--- config.mk ---
export PLATFORM = sky130hd
export DESIGN_NAME = irq_daisy_ctrl_flat
export DESIGN_NICKNAME = d
export VERILOG_FILES = /design/src/rtl/irq_pkg.sv /design/src/rtl/irq_daisy_ctrl_if.sv /design/src/rtl/irq_chan.sv /design/src/rtl/irq_daisy_ctrl.sv /design/src/flat_wrapper.sv
export SDC_FILE = /design/constraint.sdc
export NUM_CORES = 1
export LEC_CHECK = 0
export BUFFER_PORTS_ARGS = -buffer_cell sky130_fd_sc_hd__buf_2
export CAP_MARGIN = 20
export CORE_UTILIZATION = 47
export CTS_CLUSTER_SIZE = 16
export DETAILED_ROUTE_END_ITERATION = 12
export PLACE_DENSITY = 0.77
export RECOVER_POWER = 50
export SETUP_SLACK_MARGIN = 0.15
export SYNTH_ARGS = -nofsm -noshare
export SYNTH_HDL_FRONTEND = slang
export SYNTH_HIERARCHICAL = 1
export SYNTH_SLANG_ARGS = --single-unit
--- constraint.sdc ---
create_clock -name clk_sys -period 2.2 [get_ports clk_sys]
set_input_delay 0.44 -clock clk_sys [delete_from_list [all_inputs] [get_ports clk_sys]]
set_output_delay 0.44 -clock clk_sys [all_outputs]
set_load 0.01 [all_outputs]
--- src/rtl/irq_pkg.sv ---
// Shared constants for the Einstein mode-2 interrupt controller: register map,
// default vector base and channel assignment.
package irq_pkg;

  localparam logic ADDR_MASK = 1'b0;
  localparam logic ADDR_PEND = 1'b1;

  localparam logic [7:0] VEC_BASE_DEFAULT = 8'h08;

  localparam int unsigned CH_KB   = 0;
  localparam int unsigned CH_ADC  = 1;
  localparam int unsigned CH_FIRE = 2;

  // Mode-2 vectors must be even; bit 0 is forced low regardless of base.
  function automatic logic [7:0] chan_vector(input logic [7:0] base, input logic [2:0] idx);
    logic [7:0] v;
    v = base + {4'b0000, idx, 1'b0};
    return {v[7:1], 1'b0};
  endfunction

endpackage

--- src/rtl/irq_daisy_ctrl_if.sv ---
// CPU bus, INTA/RETI strobes and daisy-chain signals of the interrupt controller.
interface irq_daisy_ctrl_if;

  logic       cs_n;
  logic       wr_n;
  logic       rd_n;
  logic       addr;
  logic [7:0] din;
  logic [7:0] dout;
  logic       m1_n;
  logic       iorq_n;
  logic       reti;
  logic       iei;
  logic       ieo;
  logic       int_n;
  logic [7:0] vec;
  logic       vec_oe;

  modport master (
    output cs_n, wr_n, rd_n, addr, din, m1_n, iorq_n, reti, iei,
    input  dout, ieo, int_n, vec, vec_oe
  );

  modport slave (
    input  cs_n, wr_n, rd_n, addr, din, m1_n, iorq_n, reti, iei,
    output dout, ieo, int_n, vec, vec_oe
  );

endinterface

--- src/rtl/irq_chan.sv ---
// One interrupt channel: input sample + edge-detect stage and the pending latch
// with its set/clear arbitration.
module irq_chan #(
  parameter bit EDGE = 1'b1
) (
  input  logic clk_sys,
  input  logic reset,
  input  logic irq_in,
  input  logic mask,
  input  logic w1c,
  input  logic inta_clr,
  output logic pend
);

  logic irq_q;
  logic irq_prev_q;
  logic pend_q;
  logic pend_d;
  logic event_hit;

  // Later assignments win: INTA clear beats an event, an event beats W1C.
  always_comb begin
    event_hit = EDGE ? (irq_q & ~irq_prev_q) : irq_q;
    pend_d    = pend_q;
    if (w1c) pend_d = 1'b0;
    if (event_hit && !mask) pend_d = 1'b1;
    if (inta_clr) pend_d = 1'b0;
  end

  always_ff @(posedge clk_sys) begin
    if (reset) begin
      irq_q      <= 1'b0;
      irq_prev_q <= 1'b0;
      pend_q     <= 1'b0;
    end else begin
      irq_q      <= irq_in;
      irq_prev_q <= irq_q;
      pend_q     <= pend_d;
    end
  end

  assign pend = pend_q;

endmodule

--- src/rtl/irq_daisy_ctrl.sv ---
// Z80 mode-2 prioritised interrupt controller joining the IEI/IEO daisy chain.
// Holds mask, in-service bits, INTA vectoring, RETI handling and the register mux.
module irq_daisy_ctrl
  import irq_pkg::*;
#(
  parameter int unsigned    NCH      = 4,
  parameter logic [7:0]     VEC_BASE = VEC_BASE_DEFAULT,
  parameter logic [NCH-1:0] EDGE     = '1
) (
  input  logic             clk_sys,
  input  logic             reset,
  input  logic [NCH-1:0]   irq_in,
  irq_daisy_ctrl_if.slave  bus
);

  logic [NCH-1:0] mask_q;
  logic [NCH-1:0] ins_q;
  logic [NCH-1:0] ins_d;
  logic [NCH-1:0] pend_vec;
  logic [NCH-1:0] elig;
  logic [NCH-1:0] first_oh;
  logic [NCH-1:0] grant_oh;
  logic [NCH-1:0] reti_oh;
  logic [2:0]     grant_idx;
  logic           any_elig;
  logic           reg_wr;
  logic           reg_rd;
  logic           mask_wr;
  logic           pend_wr;
  logic           inta;
  logic           inta_q;
  logic           grant_go;
  logic           grant_q;
  logic [7:0]     vec_q;

  assign reg_wr  = ~bus.cs_n & ~bus.wr_n;
  assign reg_rd  = ~bus.cs_n & ~bus.rd_n;
  assign mask_wr = reg_wr & (bus.addr == ADDR_MASK);
  assign pend_wr = reg_wr & (bus.addr == ADDR_PEND);
  assign inta    = ~bus.m1_n & ~bus.iorq_n;

  for (genvar i = 0; i < NCH; i++) begin : g_chan
    irq_chan #(
      .EDGE (EDGE[i])
    ) u_chan (
      .clk_sys  (clk_sys),
      .reset    (reset),
      .irq_in   (irq_in[i]),
      .mask     (mask_q[i]),
      .w1c      (pend_wr & bus.din[i]),
      .inta_clr (grant_oh[i]),
      .pend     (pend_vec[i])
    );
  end

  // A channel is blocked by any in-service channel of equal or higher priority.
  always_comb begin
    logic blocked;
    logic found;
    logic ins_found;
    blocked   = 1'b0;
    found     = 1'b0;
    ins_found = 1'b0;
    elig      = '0;
    first_oh  = '0;
    reti_oh   = '0;
    grant_idx = '0;
    for (int i = 0; i < int'(NCH); i++) begin
      blocked = blocked | ins_q[i];
      elig[i] = pend_vec[i] & ~blocked;
      if (elig[i] && !found) begin
        found       = 1'b1;
        first_oh[i] = 1'b1;
        grant_idx   = 3'(i);
      end
      if (ins_q[i] && !ins_found) begin
        ins_found  = 1'b1;
        reti_oh[i] = 1'b1;
      end
    end
  end

  assign any_elig = |elig;
  assign grant_go = inta & ~inta_q & bus.iei & any_elig;
  assign grant_oh = grant_go ? first_oh : '0;

  always_comb begin
    ins_d = ins_q;
    if (bus.reti && bus.iei) ins_d = ins_d & ~reti_oh;
    ins_d = ins_d | grant_oh;
  end

  always_ff @(posedge clk_sys) begin
    if (reset) begin
      mask_q  <= '1;
      ins_q   <= '0;
      inta_q  <= 1'b0;
      grant_q <= 1'b0;
      vec_q   <= 8'h00;
    end else begin
      if (mask_wr) mask_q <= bus.din[NCH-1:0];
      ins_q  <= ins_d;
      inta_q <= inta;
      if (grant_go) begin
        grant_q <= 1'b1;
        vec_q   <= chan_vector(VEC_BASE, grant_idx);
      end else if (!inta) begin
        grant_q <= 1'b0;
      end
    end
  end

  // The M1 term keeps lower devices off the chain while INTA priority settles.
  assign bus.int_n  = ~(bus.iei & any_elig);
  assign bus.ieo    = bus.iei & ~(|ins_q) & ~(~bus.m1_n & any_elig);
  assign bus.vec    = vec_q;
  assign bus.vec_oe = grant_q & inta & ~reset;

  always_comb begin
    bus.dout = 8'h00;
    if (reg_rd) begin
      if (bus.addr == ADDR_MASK) bus.dout = 8'(mask_q);
      else                       bus.dout = 8'({ins_q, pend_vec});
    end
  end

endmodule

--- src/flat_wrapper.sv ---
// flat-port wrapper written by rule: the top's interface ports become plain ports
module irq_daisy_ctrl_flat import irq_pkg::*;
#(
  parameter int unsigned    NCH      = 4,
  parameter logic [7:0]     VEC_BASE = VEC_BASE_DEFAULT,
  parameter logic [NCH-1:0] EDGE     = '1
)
  (clk_sys, reset, irq_in, bus_cs_n, bus_wr_n, bus_rd_n, bus_addr, bus_din, bus_m1_n, bus_iorq_n, bus_reti, bus_iei, bus_dout, bus_ieo, bus_int_n, bus_vec, bus_vec_oe);
  irq_daisy_ctrl_if bus_i ();
  input  logic clk_sys;
  input  logic reset;
  input  logic [NCH-1:0] irq_in;
  input wire logic [$bits(bus_i.cs_n)-1:0] bus_cs_n;
  input wire logic [$bits(bus_i.wr_n)-1:0] bus_wr_n;
  input wire logic [$bits(bus_i.rd_n)-1:0] bus_rd_n;
  input wire logic [$bits(bus_i.addr)-1:0] bus_addr;
  input wire logic [$bits(bus_i.din)-1:0] bus_din;
  input wire logic [$bits(bus_i.m1_n)-1:0] bus_m1_n;
  input wire logic [$bits(bus_i.iorq_n)-1:0] bus_iorq_n;
  input wire logic [$bits(bus_i.reti)-1:0] bus_reti;
  input wire logic [$bits(bus_i.iei)-1:0] bus_iei;
  output wire logic [$bits(bus_i.dout)-1:0] bus_dout;
  output wire logic [$bits(bus_i.ieo)-1:0] bus_ieo;
  output wire logic [$bits(bus_i.int_n)-1:0] bus_int_n;
  output wire logic [$bits(bus_i.vec)-1:0] bus_vec;
  output wire logic [$bits(bus_i.vec_oe)-1:0] bus_vec_oe;
  assign bus_i.cs_n = bus_cs_n;
  assign bus_i.wr_n = bus_wr_n;
  assign bus_i.rd_n = bus_rd_n;
  assign bus_i.addr = bus_addr;
  assign bus_i.din = bus_din;
  assign bus_i.m1_n = bus_m1_n;
  assign bus_i.iorq_n = bus_iorq_n;
  assign bus_i.reti = bus_reti;
  assign bus_i.iei = bus_iei;
  assign bus_dout = bus_i.dout;
  assign bus_ieo = bus_i.ieo;
  assign bus_int_n = bus_i.int_n;
  assign bus_vec = bus_i.vec;
  assign bus_vec_oe = bus_i.vec_oe;
  irq_daisy_ctrl #(.NCH(NCH), .VEC_BASE(VEC_BASE), .EDGE(EDGE)) u_core (.clk_sys(clk_sys), .reset(reset), .irq_in(irq_in), .bus(bus_i));
endmodule
==> out/qor.csv, run 1 <==
metric;value;unit
status;completed;
reg2reg_slack;260;ps
cts_root_buffer;clkbuf_4;
critical_path_required;1760;ps
io_pins;41;
yosysWarningCount;6;
first_global_vias;952;
setup-violations-final;0;
arrival;1570;ps
p_seq_share;60.8;%
gr-total-overflow;0;
synth.yosys.seq_area_share;41.49;%
final_max_slew_viol_count;0;
power_frac_clock;26.0;%
finalNetCount;190;
drc;0;
worstPathMaxFanout;2;
antenna_found_initial;0;
period_share;91.29;%
clock_path_buffers;2;
hold_depth;2;
leakagePower;0.6258;nW
die_w;52.66;microns
postPlaceCellArea;1381;sq um
final_area;1455;sq um
power.switching;0.1970;mW
cts_inserted_buffers;3;
synthDistinctLibCells;36;
drv_cap;0;
drtIter0Drc;27;
switching_share;25.31;%
clock_sinks;25;
drive_above_1_share;30.54;%
startpoint;u_core/ins_q[2];
worst_setup_path_start_kind;register;
ys_seq_elements;25;
gp_congestion;0.9268;
core_area;2318;sq um
ant_nets;0;
htree_levels;1;
holdPathEnd;u_core/g_chan[3].u_chan/irq_q;
slew_headroom;23.36;%
die_height;52.66;microns
numPortBuffers;31;
r2r_end;u_core/g_chan[3].u_chan/pend;
viasPerCell;5.395;
cts_hold_buf;0;
power_frac_comb;13.1;%
irDropWorstVdd;0.3424;mV
grt_pass1_wl;4229;microns
report.final.hold_viol_count;0;
wl_per_cell;13.75;microns
finClkSkew;6.587;ps
rsz0062_at_grt;true;
worst_slew_pin_slew;1150;ps
gr-usage-all-layers;21.10;%
start_util;52.02;%
syn_area_per_cell;9.423;sq um
path_clk_slew;140;ps
setup.worst_path.class;register to output port;
crit_path_end_kind;output port;
clkLatencyLatePin;310;ps
r2r.worst_path.cells;5;
area_growth;20.64;%
rows;17;
post-route-min-period;2008;ps
syn_inst;128;
cts_tree;done;
hold_path.class;input port to register;
fmax;497.9;MHz
synth_top_area_share;41.49;%
diodes;0;
min_from;irq_in[3];
dieArea;2773;sq um
power.density;534.9;nW/um^2
synth_area_leaders;dfxtp_1, nor2b_1, a211oi_2;
dp_hpwl;1895;microns
netlist_area;1206;sq um
first_pass_iters;4;
r2r-start;u_core/inta_q;
grt_max_degree;25;
p_int;0.5814;mW
layout_common_cells;buf_2, dfxtp_1, nor2b_1;
synth_top_area_cell;dfxtp_1;
tns;0;ps
dr_total_vias;1052;
mostFrequentLayoutCell;buf_2;
drt-total-wl;2682;microns
[Yosys cell counts]
master,n
nor2b_1,13
o21bai_1,1
or3b_1,4
dfxtp_1,25
and2_1,2
nand2b_1,4
nand3_1,1
nand2_1,2
a21oi_1,4
a22oi_1,1
o21ai_0,3
or4_1,1
or3_1,1
conb_1,1
nor2_1,8
nor4b_1,2
a211oi_2,4
and2b_2,1
nor4_1,2
inv_1,6
clkbuf_1,1
buf_4,6
o211a_1,1
a211oi_1,1
clkbuf_8,1
a21oi_2,1
a221oi_1,3
o41ai_1,1
or2b_2,2
nor3_1,6
dlymetal6s2s_1,1
mux2i_1,4
a211o_1,4
and3_1,8
o31ai_1,1
or4b_4,1
[metal layers]
layer	GRT usage, %	vias up	routed length [microns]
met1	25.31	494	1213
met2	36.71	27	1349
met3	3.188	2	93
li1	-	529	-
met5	0	-	0
met4	9.211	0	25
[kinds of logic (layout without fill, tap and decap cells)]
| kind of cell | after synthesis | after routing | share of synthesized area [%] |
|---|---|---|---|
| other cells | 1 | 5 | 0.3109 |
| simple gates | 58 | 58 | 29.88 |
| buf+inv | 15 | 50 | 8.090 |
| compound gates | 25 | 25 | 16.91 |
| flops | 25 | 25 | 41.49 |
| mux | 4 | 4 | 3.320 |
[sequential cells by signal, indices dropped and copies added, names as in the netlist]
name and count:
u_core/g_chan.u_chan/irq_q 4, u_core/mask_q 4, u_core/inta_q 1, u_core/bus.vec 3, u_core/g_chan.u_chan/pend 4, u_core/ins_q 4, u_core/grant_q 1, u_core/g_chan.u_chan/irq_prev_q 4
[worst max-delay path by stage]
stage	slack (ps)	cells after the start	end
final	190	5	bus_ieo
after global routing	130	5	bus_ieo
after CTS	140	5	bus_ieo
after detailed placement	50	6	u_core/g_chan[3].u_chan/pend
after global placement	60	6	u_core/g_chan[3].u_chan/pend
after floorplan	210	5	u_core/g_chan[3].u_chan/pend
[worst max-delay path, stage by stage, from the launching register on]
cell and delay [ps]:
dfxtp_4 370, or2b_4 250, a221oi_4 230, nor2_1 80
o211a_1 200, buf_2 130
[per-stage QoR]
step / hold WS, ps / utilization [%] / power [mW] / worst slack (ps) / std cells
floorplan: 428.1 / - / 0.5419 / 214.4 / 132
global placement: 432.8 / 59.58 / 0.5787 / 55.59 / 188
detailed placement: 442.8 / 59.58 / 0.5819 / 51.61 / 188
CTS: 288.4 / 62.01 / 0.7858 / 139.7 / 193
global route: 316.6 / 62.76 / 0.8105 / 128.1 / 195
finish: 325.2 / 62.76 / 0.7784 / 191.5 / 195
[repair_timing]
| action | CTS | global route |
|---|---|---|
| buffers inserted | 1 | 2 |
| cloned | 0 | 0 |
| pin swaps | 2 | 2 |
| setup endpoints to repair | 2 | 2 |
| gates resized for setup | 7 | 6 |
[cell type report]
| class | instances | area [sq um] |
|---|---|---|
| multi-input combinational | 92 | 655.6 |
| clock inverter | 1 | 5.005 |
| timing repair buffer | 40 | 203.9 |
| fill | 211 | 863.3 |
| inverter | 6 | 22.52 |
| tap | 28 | 35.03 |
| clock buffer | 3 | 22.52 |
| sequential | 25 | 510.5 |
[power groups by stage]
stage                     combinational [mW]  sequential [mW]  clock, mW
after floorplan                       0.0597            0.482          0
after global placement                0.0954            0.483          0
after detailed placement              0.0976            0.484          0
after CTS                             0.0998            0.473      0.213
after global routing                   0.113            0.475      0.223
final                                  0.102            0.473      0.203
(Power assumes the default switching activity.)
==> inputs of run 2 (changes only) <==
--- a/config.mk
+++ b/config.mk
@@ -7,13 +7,12 @@
 export LEC_CHECK = 0
 export BUFFER_PORTS_ARGS = -buffer_cell sky130_fd_sc_hd__buf_2
 export CAP_MARGIN = 20
-export CORE_UTILIZATION = 47
+export CORE_UTILIZATION = 25
 export CTS_CLUSTER_SIZE = 16
 export DETAILED_ROUTE_END_ITERATION = 12
-export PLACE_DENSITY = 0.77
+export PLACE_DENSITY = 0.48
 export RECOVER_POWER = 50
 export SETUP_SLACK_MARGIN = 0.15
 export SYNTH_ARGS = -nofsm -noshare
 export SYNTH_HDL_FRONTEND = slang
-export SYNTH_HIERARCHICAL = 1
 export SYNTH_SLANG_ARGS = --single-unit
==> run 2 against run 1 <==
Flip-flop and latch count stayed put. Synthesized cell count down 4.7%. Maximum frequency increased by 0.43%. Largest cell class unchanged. Non-clock buffer count fell by 7. Critical path type unchanged. Sequential share of layout area increased by 1.3 points. Largest power group unchanged. Highest routed layer unchanged.
==> out/qor.csv, run 2 <==
metric;value;unit;change
synth_area_leaders;dfxtp_1, mux2i_1, nor3b_1;;was dfxtp_1, nor2b_1, a211oi_2
ys_seq_elements;25;;unchanged
io_pins;41;;unchanged
layout_common_cells;buf_2, dfxtp_1, nand2_1;;was buf_2, dfxtp_1, nor2b_1
tns;0;ps;unchanged
critPathTopFamily;simple AND/OR/NAND/NOR gates;;was compound AO/OA/AOI/OAI gates
setup-violations-final;0;;unchanged
rsz0062_at_grt;true;;unchanged
irDropWorstVdd;0.2029;mV;was 0.3424 mV
fin_util;31.64;%;was 62.76%
power_frac_clock;32.6;%;was 26.0%
dp_hpwl;2030;microns;was 1895 microns
drive_above_1_share;25.16;%;was 30.54%
hold_path.class;input port to register;;unchanged
cts_tree;done;;unchanged
worst_slew_pin_slew;816.7;ps;was 1150 ps
holdPathEnd;u_core.inta_q;;was u_core/g_chan[3].u_chan/irq_q
first_global_vias;937;;was 952
ys_async_sr_fraction;0;%;unchanged
power_frac_comb;10.4;%;was 13.1%
antenna_found_initial;0;;unchanged
multi_input_area;595.6;sq um;was 655.6 sq um
netlist_area;1136;sq um;was 1206 sq um
cts_hold_buf;0;;unchanged
syn_area_per_cell;9.312;sq um;was 9.423 sq um
arrival;1560;ps;was 1570 ps
r2r_end;u_core.g_chan[2].u_chan.pend;;was u_core/g_chan[3].u_chan/pend
reg2reg_slack;580;ps;was 260 ps
synth_compound_area_share;13.55;%;was 16.91%
min_from;reset;;was irq_in[3]
mostFrequentLayoutCell;buf_2;;unchanged
setup.worst_path.class;register to output port;;unchanged
r2r.worst_path.cells;4;;was 5
fmax;500.0;MHz;was 497.9 MHz
die_w;69.41;microns;was 52.66 microns
cp_cell_sequence;or4b_4 > a21o_2 > buf_2;;was or2b_4 > a221oi_4 > nor2_1 > o211a_1 > buf_2
synth_top_area_share;44.05;%;was 41.49%
drtIter0Drc;44;;was 27
slew_headroom;45.56;%;was 23.36%
status;completed;;unchanged
syn_inst;122;;was 128
final_cells;207;;was 195
finClkSkew;1.542;ps;was 6.587 ps
period_share;90.91;%;was 91.29%
gr-total-overflow;0;;unchanged
slowest_delay;580;ps;was 370 ps
preCtsSetupSlack;336.3;ps;was 51.61 ps
ant_nets;0;;unchanged
yosysWarningCount;0;;was 6
core_area;4354;sq um;was 2318 sq um
path_buf_inv;1;;unchanged
gr-usage-all-layers;11.46;%;was 21.10%
htree_levels;1;;unchanged
drt-total-wl;2722;microns;was 2682 microns
power.density;599.3;nW/um^2;was 534.9 nW/um^2
wl_per_cell;13.15;microns;was 13.75 microns
switching_share;23.80;%;was 25.31%
worstPathMaxFanout;4;;was 2
synth.yosys.seq_area_share;44.05;%;was 41.49%
start_util;26.09;%;was 52.02%
diodes;0;;unchanged
first_pass_iters;4;;unchanged
synthDistinctLibCells;39;;was 36
numPortBuffers;31;;unchanged
p_int;0.6291;mW;was 0.5814 mW
area_growth;21.26;%;was 20.64%
cts_inserted_buffers;3;;unchanged
clock_sinks;25;;unchanged
synth-main-ff-cell;dfxtp_1;;unchanged
synth_xor_area_share;0;%;unchanged
rows;24;;was 17
clock_path_buffers;2;;unchanged
synth_fa_ha_area_share;0;%;unchanged
dr_total_vias;952;;was 1052
worst_setup_path_start_kind;register;;unchanged
synth.most_common_cell;dfxtp_1;;unchanged
synth_top_family_by_area;simple AND/OR/NAND/NOR gates;;unchanged
critPathSlowestCell;or4b_4;;was dfxtp_4
r2r-start;u_core.g_chan[0].u_chan.pend;;was u_core/inta_q
drv_cap;0;;unchanged
post-route-min-period;2000;ps;was 2008 ps
fillers;481;;was 211
synth.area.mux_share;7.048;%;was 3.320%
viasPerCell;4.599;;was 5.395
report.final.hold_viol_count;0;;unchanged
finalNetCount;178;;was 190
hold_depth;2;;unchanged
dpl.cell_count;202;;was 188
path_clk_slew;90;ps;was 140 ps
grt_max_degree;19;;was 25
synthSimpleGateAreaFrac;29.63;%;was 29.88%
drc;0;;unchanged
synthTopCellsByCount;dfxtp_1, nand2_1, a21oi_1;;was dfxtp_1, nor2b_1, and3_1, nor2_1
setup_slack;200.1;ps;was 191.5 ps
synth-edff-count;0;;unchanged
final_max_slew_viol_count;0;;unchanged
critical_path_required;1760;ps;about the same
gp_congestion;0.7694;;was 0.9268
power.switching;0.1965;mW;was 0.1970 mW
cts_root_buffer;clkbuf_8;;was clkbuf_4
synth_top_area_cell;dfxtp_1;;unchanged
dieArea;4818;sq um;was 2773 sq um
grt_pass1_wl;4464;microns;was 4229 microns
leakagePower;0.5813;nW;was 0.6258 nW
p_seq_share;56.9;%;was 60.8%
die_height;69.41;microns;was 52.66 microns
ff_latch_area;501.7;sq um;was 510.5 sq um
clkLatencyLatePin;260;ps;was 310 ps
crit_path_end_kind;output port;;unchanged
==> run 2: changes by cell type after synthesis, sizes merged, moves of 4 or more <==
cell | previous run | this run
a211o | 4 | 0
nor2 | 8 | 4
or3b | 4 | 0
nor2b | 13 | 8
nor3b | 0 | 7
mux2i | 4 | 8
a21oi | 5 | 9
nand2 | 2 | 10
and3 | 8 | 4
a211oi | 5 | 1
==> run 2: worst max-delay path by stage <==
stage                                  from        end  depth (start not counted)
2_1_floorplan               u_core.ins_q[1]  bus_int_n                          2
3_3_place_gp                        bus_iei    bus_ieo                          5
3_5_place_dp                        bus_iei    bus_ieo                          5
4_1_cts                     u_core.ins_q[1]    bus_ieo                          5
5_1_grt        u_core.g_chan[2].u_chan.pend  bus_int_n                          5
6_report                    u_core.ins_q[3]  bus_int_n                          3
==> run 2: power groups by stage <==
stage | Sequential [mW] | Clock [mW] | Combinational, mW
2_1_floorplan | 0.479 | 0 | 0.0578
3_3_place_gp | 0.480 | 0 | 0.0861
3_5_place_dp | 0.481 | 0 | 0.0871
4_1_cts | 0.470 | 0.282 | 0.0880
5_1_grt | 0.472 | 0.308 | 0.0958
6_report | 0.470 | 0.269 | 0.0862
==> run 2: layer usage <==
metal	wire, microns	vias to the layer above	GRT usage (%)
met3	123	2	2.471
met5	0	-	0
li1	-	486	-
met1	1339	441	15.59
met2	1240	23	17.80
met4	19	0	4.082
==> run 2: cell families (layout without fill, tap and decap cells) <==
| group | after synthesis | in the layout |
|---|---|---|
| AND/OR/NAND/NOR | 53 | 53 |
| flip-flops | 25 | 25 |
| AO/OA/AOI/OAI | 24 | 24 |
| buffers and inverters | 11 | 40 |
| multiplexers | 8 | 8 |
| other | 1 | 5 |
==> run 2: layout make-up <==
cell class,count,share of cell area [%]
multi-input cells,90,43.23
flip-flops and latches,25,36.42
repair buffers,33,11.53
well taps,52,4.723
clock buffers,4,3.270
inverters,3,0.8174
==> run 2: per-stage QoR <==
step / hold WS [ps] / total power, mW / area (sq um)
finish: 374.1 / 0.8255 / 1378
global route: 367.0 / 0.8756 / 1378
CTS: 346.5 / 0.8404 / 1381
detailed placement: 447.4 / 0.5678 / 1329
global placement: 445.0 / 0.5663 / 1329
floorplan: 429.3 / 0.5365 / 1151
==> run 2: repair_timing <==
| action | CTS | global route |
|---|---|---|
| pin swaps | 0 | 1 |
| setup buffers | 0 | 1 |
| endpoints found under the setup margin | 1 | 1 |
| resized for setup | 2 | 0 |
| gates cloned | 0 | 0 |
==> inputs of run 3 (changes only) <==
--- a/config.mk
+++ b/config.mk
@@ -13,6 +13,8 @@
 export PLACE_DENSITY = 0.48
 export RECOVER_POWER = 50
 export SETUP_SLACK_MARGIN = 0.15
+export SLEW_MARGIN = 20
 export SYNTH_ARGS = -nofsm -noshare
 export SYNTH_HDL_FRONTEND = slang
+export SYNTH_HIERARCHICAL = 1
 export SYNTH_SLANG_ARGS = --single-unit
==> run 3 against run 2 <==
Clock skew hardly changed. Final area rose by 9.7%. Combinational power grew 22%.
==> out/qor.csv, run 3 (synthesized netlist as in run 1, its figures left out) <==
metric;value;unit;change
p_int;0.6436;mW;was 0.6291 mW
dieArea;5107;sq um;was 4818 sq um
ant_nets;0;;unchanged
gr-usage-all-layers;12.03;%;was 11.46%
dr_total_vias;1048;;was 952
cts_tree;done;;unchanged
gp_congestion;0.7347;;was 0.7694
fillers;492;;was 481
period_share;92.59;%;was 90.91%
cts_inserted_buffers;3;;unchanged
rsz0062_at_grt;true;;unchanged
switching_share;24.86;%;was 23.80%
power.switching;0.2129;mW;was 0.1965 mW
hold_depth;2;;unchanged
preCtsSetupSlack;32.33;ps;was 336.3 ps
power_frac_clock;32.6;%;about the same
first_global_vias;969;;was 937
drive_above_1_share;29.76;%;was 25.16%
power_frac_comb;12.3;%;was 10.4%
drtIter0Drc;34;;was 44
gr-total-overflow;0;;unchanged
report.final.hold_viol_count;0;;unchanged
setup_slack;163.0;ps;was 200.1 ps
holdPathEnd;u_core/inta_q;;was u_core.inta_q
dp_hpwl;2177;microns;was 2030 microns
worst_slew_pin_slew;1224;ps;was 816.7 ps
dpl.cell_count;214;;was 202
startpoint;u_core/ins_q[2];;was u_core.ins_q[3]
ff_latch_area;506.7;sq um;was 501.7 sq um
fmax;490.9;MHz;was 500.0 MHz
core_area;4504;sq um;was 4354 sq um
final_cells;220;;was 207
setup-violations-final;0;;unchanged
crit_path_end_kind;output port;;unchanged
final_max_slew_viol_count;0;;unchanged
grt_pass1_wl;4774;microns;was 4464 microns
numPortBuffers;31;;unchanged
reg2reg_slack;270;ps;was 580 ps
status;completed;;unchanged
power.density;566.7;nW/um^2;was 599.3 nW/um^2
finClkSkew;1.661;ps;was 1.542 ps
r2r-start;u_core/inta_q;;was u_core.g_chan[0].u_chan.pend
tns;0;ps;unchanged
worstPathMaxFanout;4;;unchanged
arrival;1600;ps;was 1560 ps
cts_hold_buf;0;;unchanged
irDropWorstVdd;0.3381;mV;was 0.2029 mV
finalPower;0.8565;mW;was 0.8255 mW
leakagePower;0.6400;nW;was 0.5813 nW
fin_util;33.56;%;was 31.64%
mostFrequentLayoutCell;buf_2;;unchanged
slew_headroom;18.42;%;was 45.56%
clock_sinks;25;;unchanged
layout_common_cells;buf_2, dfxtp_1, nor2b_1;;was buf_2, dfxtp_1, nand2_1
drc;0;;unchanged
antenna_found_initial;0;;unchanged
clock_path_buffers;2;;unchanged
io_pins;41;;unchanged
cts_root_buffer;clkbuf_8;;unchanged
wl_per_cell;13.87;microns;was 13.15 microns
grt_max_degree;25;;was 19
viasPerCell;4.764;;was 4.599
area_growth;25.31;%;was 21.26%
diodes;0;;unchanged
worst_setup_path_start_kind;register;;unchanged
r2r_end;u_core/g_chan[3].u_chan/pend;;was u_core.g_chan[2].u_chan.pend
drt-total-wl;3052;microns;was 2722 microns
finalNetCount;191;;was 178
first_pass_iters;4;;unchanged
multi_input_area;655.6;sq um;was 595.6 sq um
rows;24;;unchanged
min_from;bus_iorq_n;;was reset
die_height;71.46;microns;was 69.41 microns
clkLatencyLatePin;270;ps;was 260 ps
htree_levels;1;;unchanged
hold_path.class;input port to register;;unchanged
p_seq_share;55.2;%;was 56.9%
setup.worst_path.class;register to output port;;unchanged
critical_path_required;1760;ps;about the same
start_util;26.78;%;was 26.09%
drv_cap;0;;unchanged
r2r.worst_path.cells;5;;was 4
die_w;71.46;microns;was 69.41 microns
post-route-min-period;2037;ps;was 2000 ps
path_clk_slew;90;ps;about the same
## run 3: stage by stage
step | hold WS [ps] | area, sq um
floorplan | 428.1 | 1221
global placement | 432.5 | 1426
detailed placement | 445.1 | 1426
CTS | 366.0 | 1478
global route | 355.9 | 1511
finish | 369.4 | 1511
## run 3: power by group through the flow
stage | clock network [mW] | registers [mW] | logic [mW]
final | 0.279 | 0.472 | 0.105
after global placement | 0 | 0.483 | 0.101
after global routing | 0.318 | 0.475 | 0.116
after detailed placement | 0 | 0.484 | 0.102
after CTS | 0.284 | 0.473 | 0.103
after floorplan | 0 | 0.482 | 0.0597
## run 3: cell type report
| cell class | instances | share of cell area (%) |
|---|---|---|
| Inverter | 6 | 1.490 |
| Multi-Input combinational cell | 92 | 43.38 |
| Tap cell | 52 | 4.305 |
| Timing Repair Buffer | 41 | 14.32 |
| Sequential cell | 25 | 33.53 |
| Clock buffer | 4 | 2.980 |
## run 3: what timing repair did
action                     4_1_cts  5_1_grt
pin swaps                        0        3
gates resized for setup          1        8
buffers inserted                 0        2
setup endpoints to repair        2        3
## run 3: worst max-delay path by stage
stage	slack, ps	end	cells after the start
global placement	30	u_core/g_chan[3].u_chan/pend	6
detailed placement	30	u_core/g_chan[3].u_chan/pend	6
global route	80	bus_ieo	5
CTS	70	bus_int_n	4
finish	160	bus_ieo	5
floorplan	210	u_core/g_chan[3].u_chan/pend	5
## run 3: worst max-delay path: stages (launching register included)
cell and delay, ps:
dfxtp_4 360, or2b_4 260, a221oi_4 260, nor2_1 80
o211a_1 230, buf_2 130
## run 3: routing by layer
metal	part of all wire (%)	vias to the layer above	GRT usage, %
met5	0	-	0
met4	0.52	0	1.961
met3	4.9	2	3.938
met2	42	29	17.78
met1	52	490	17.38
li1	-	527	-
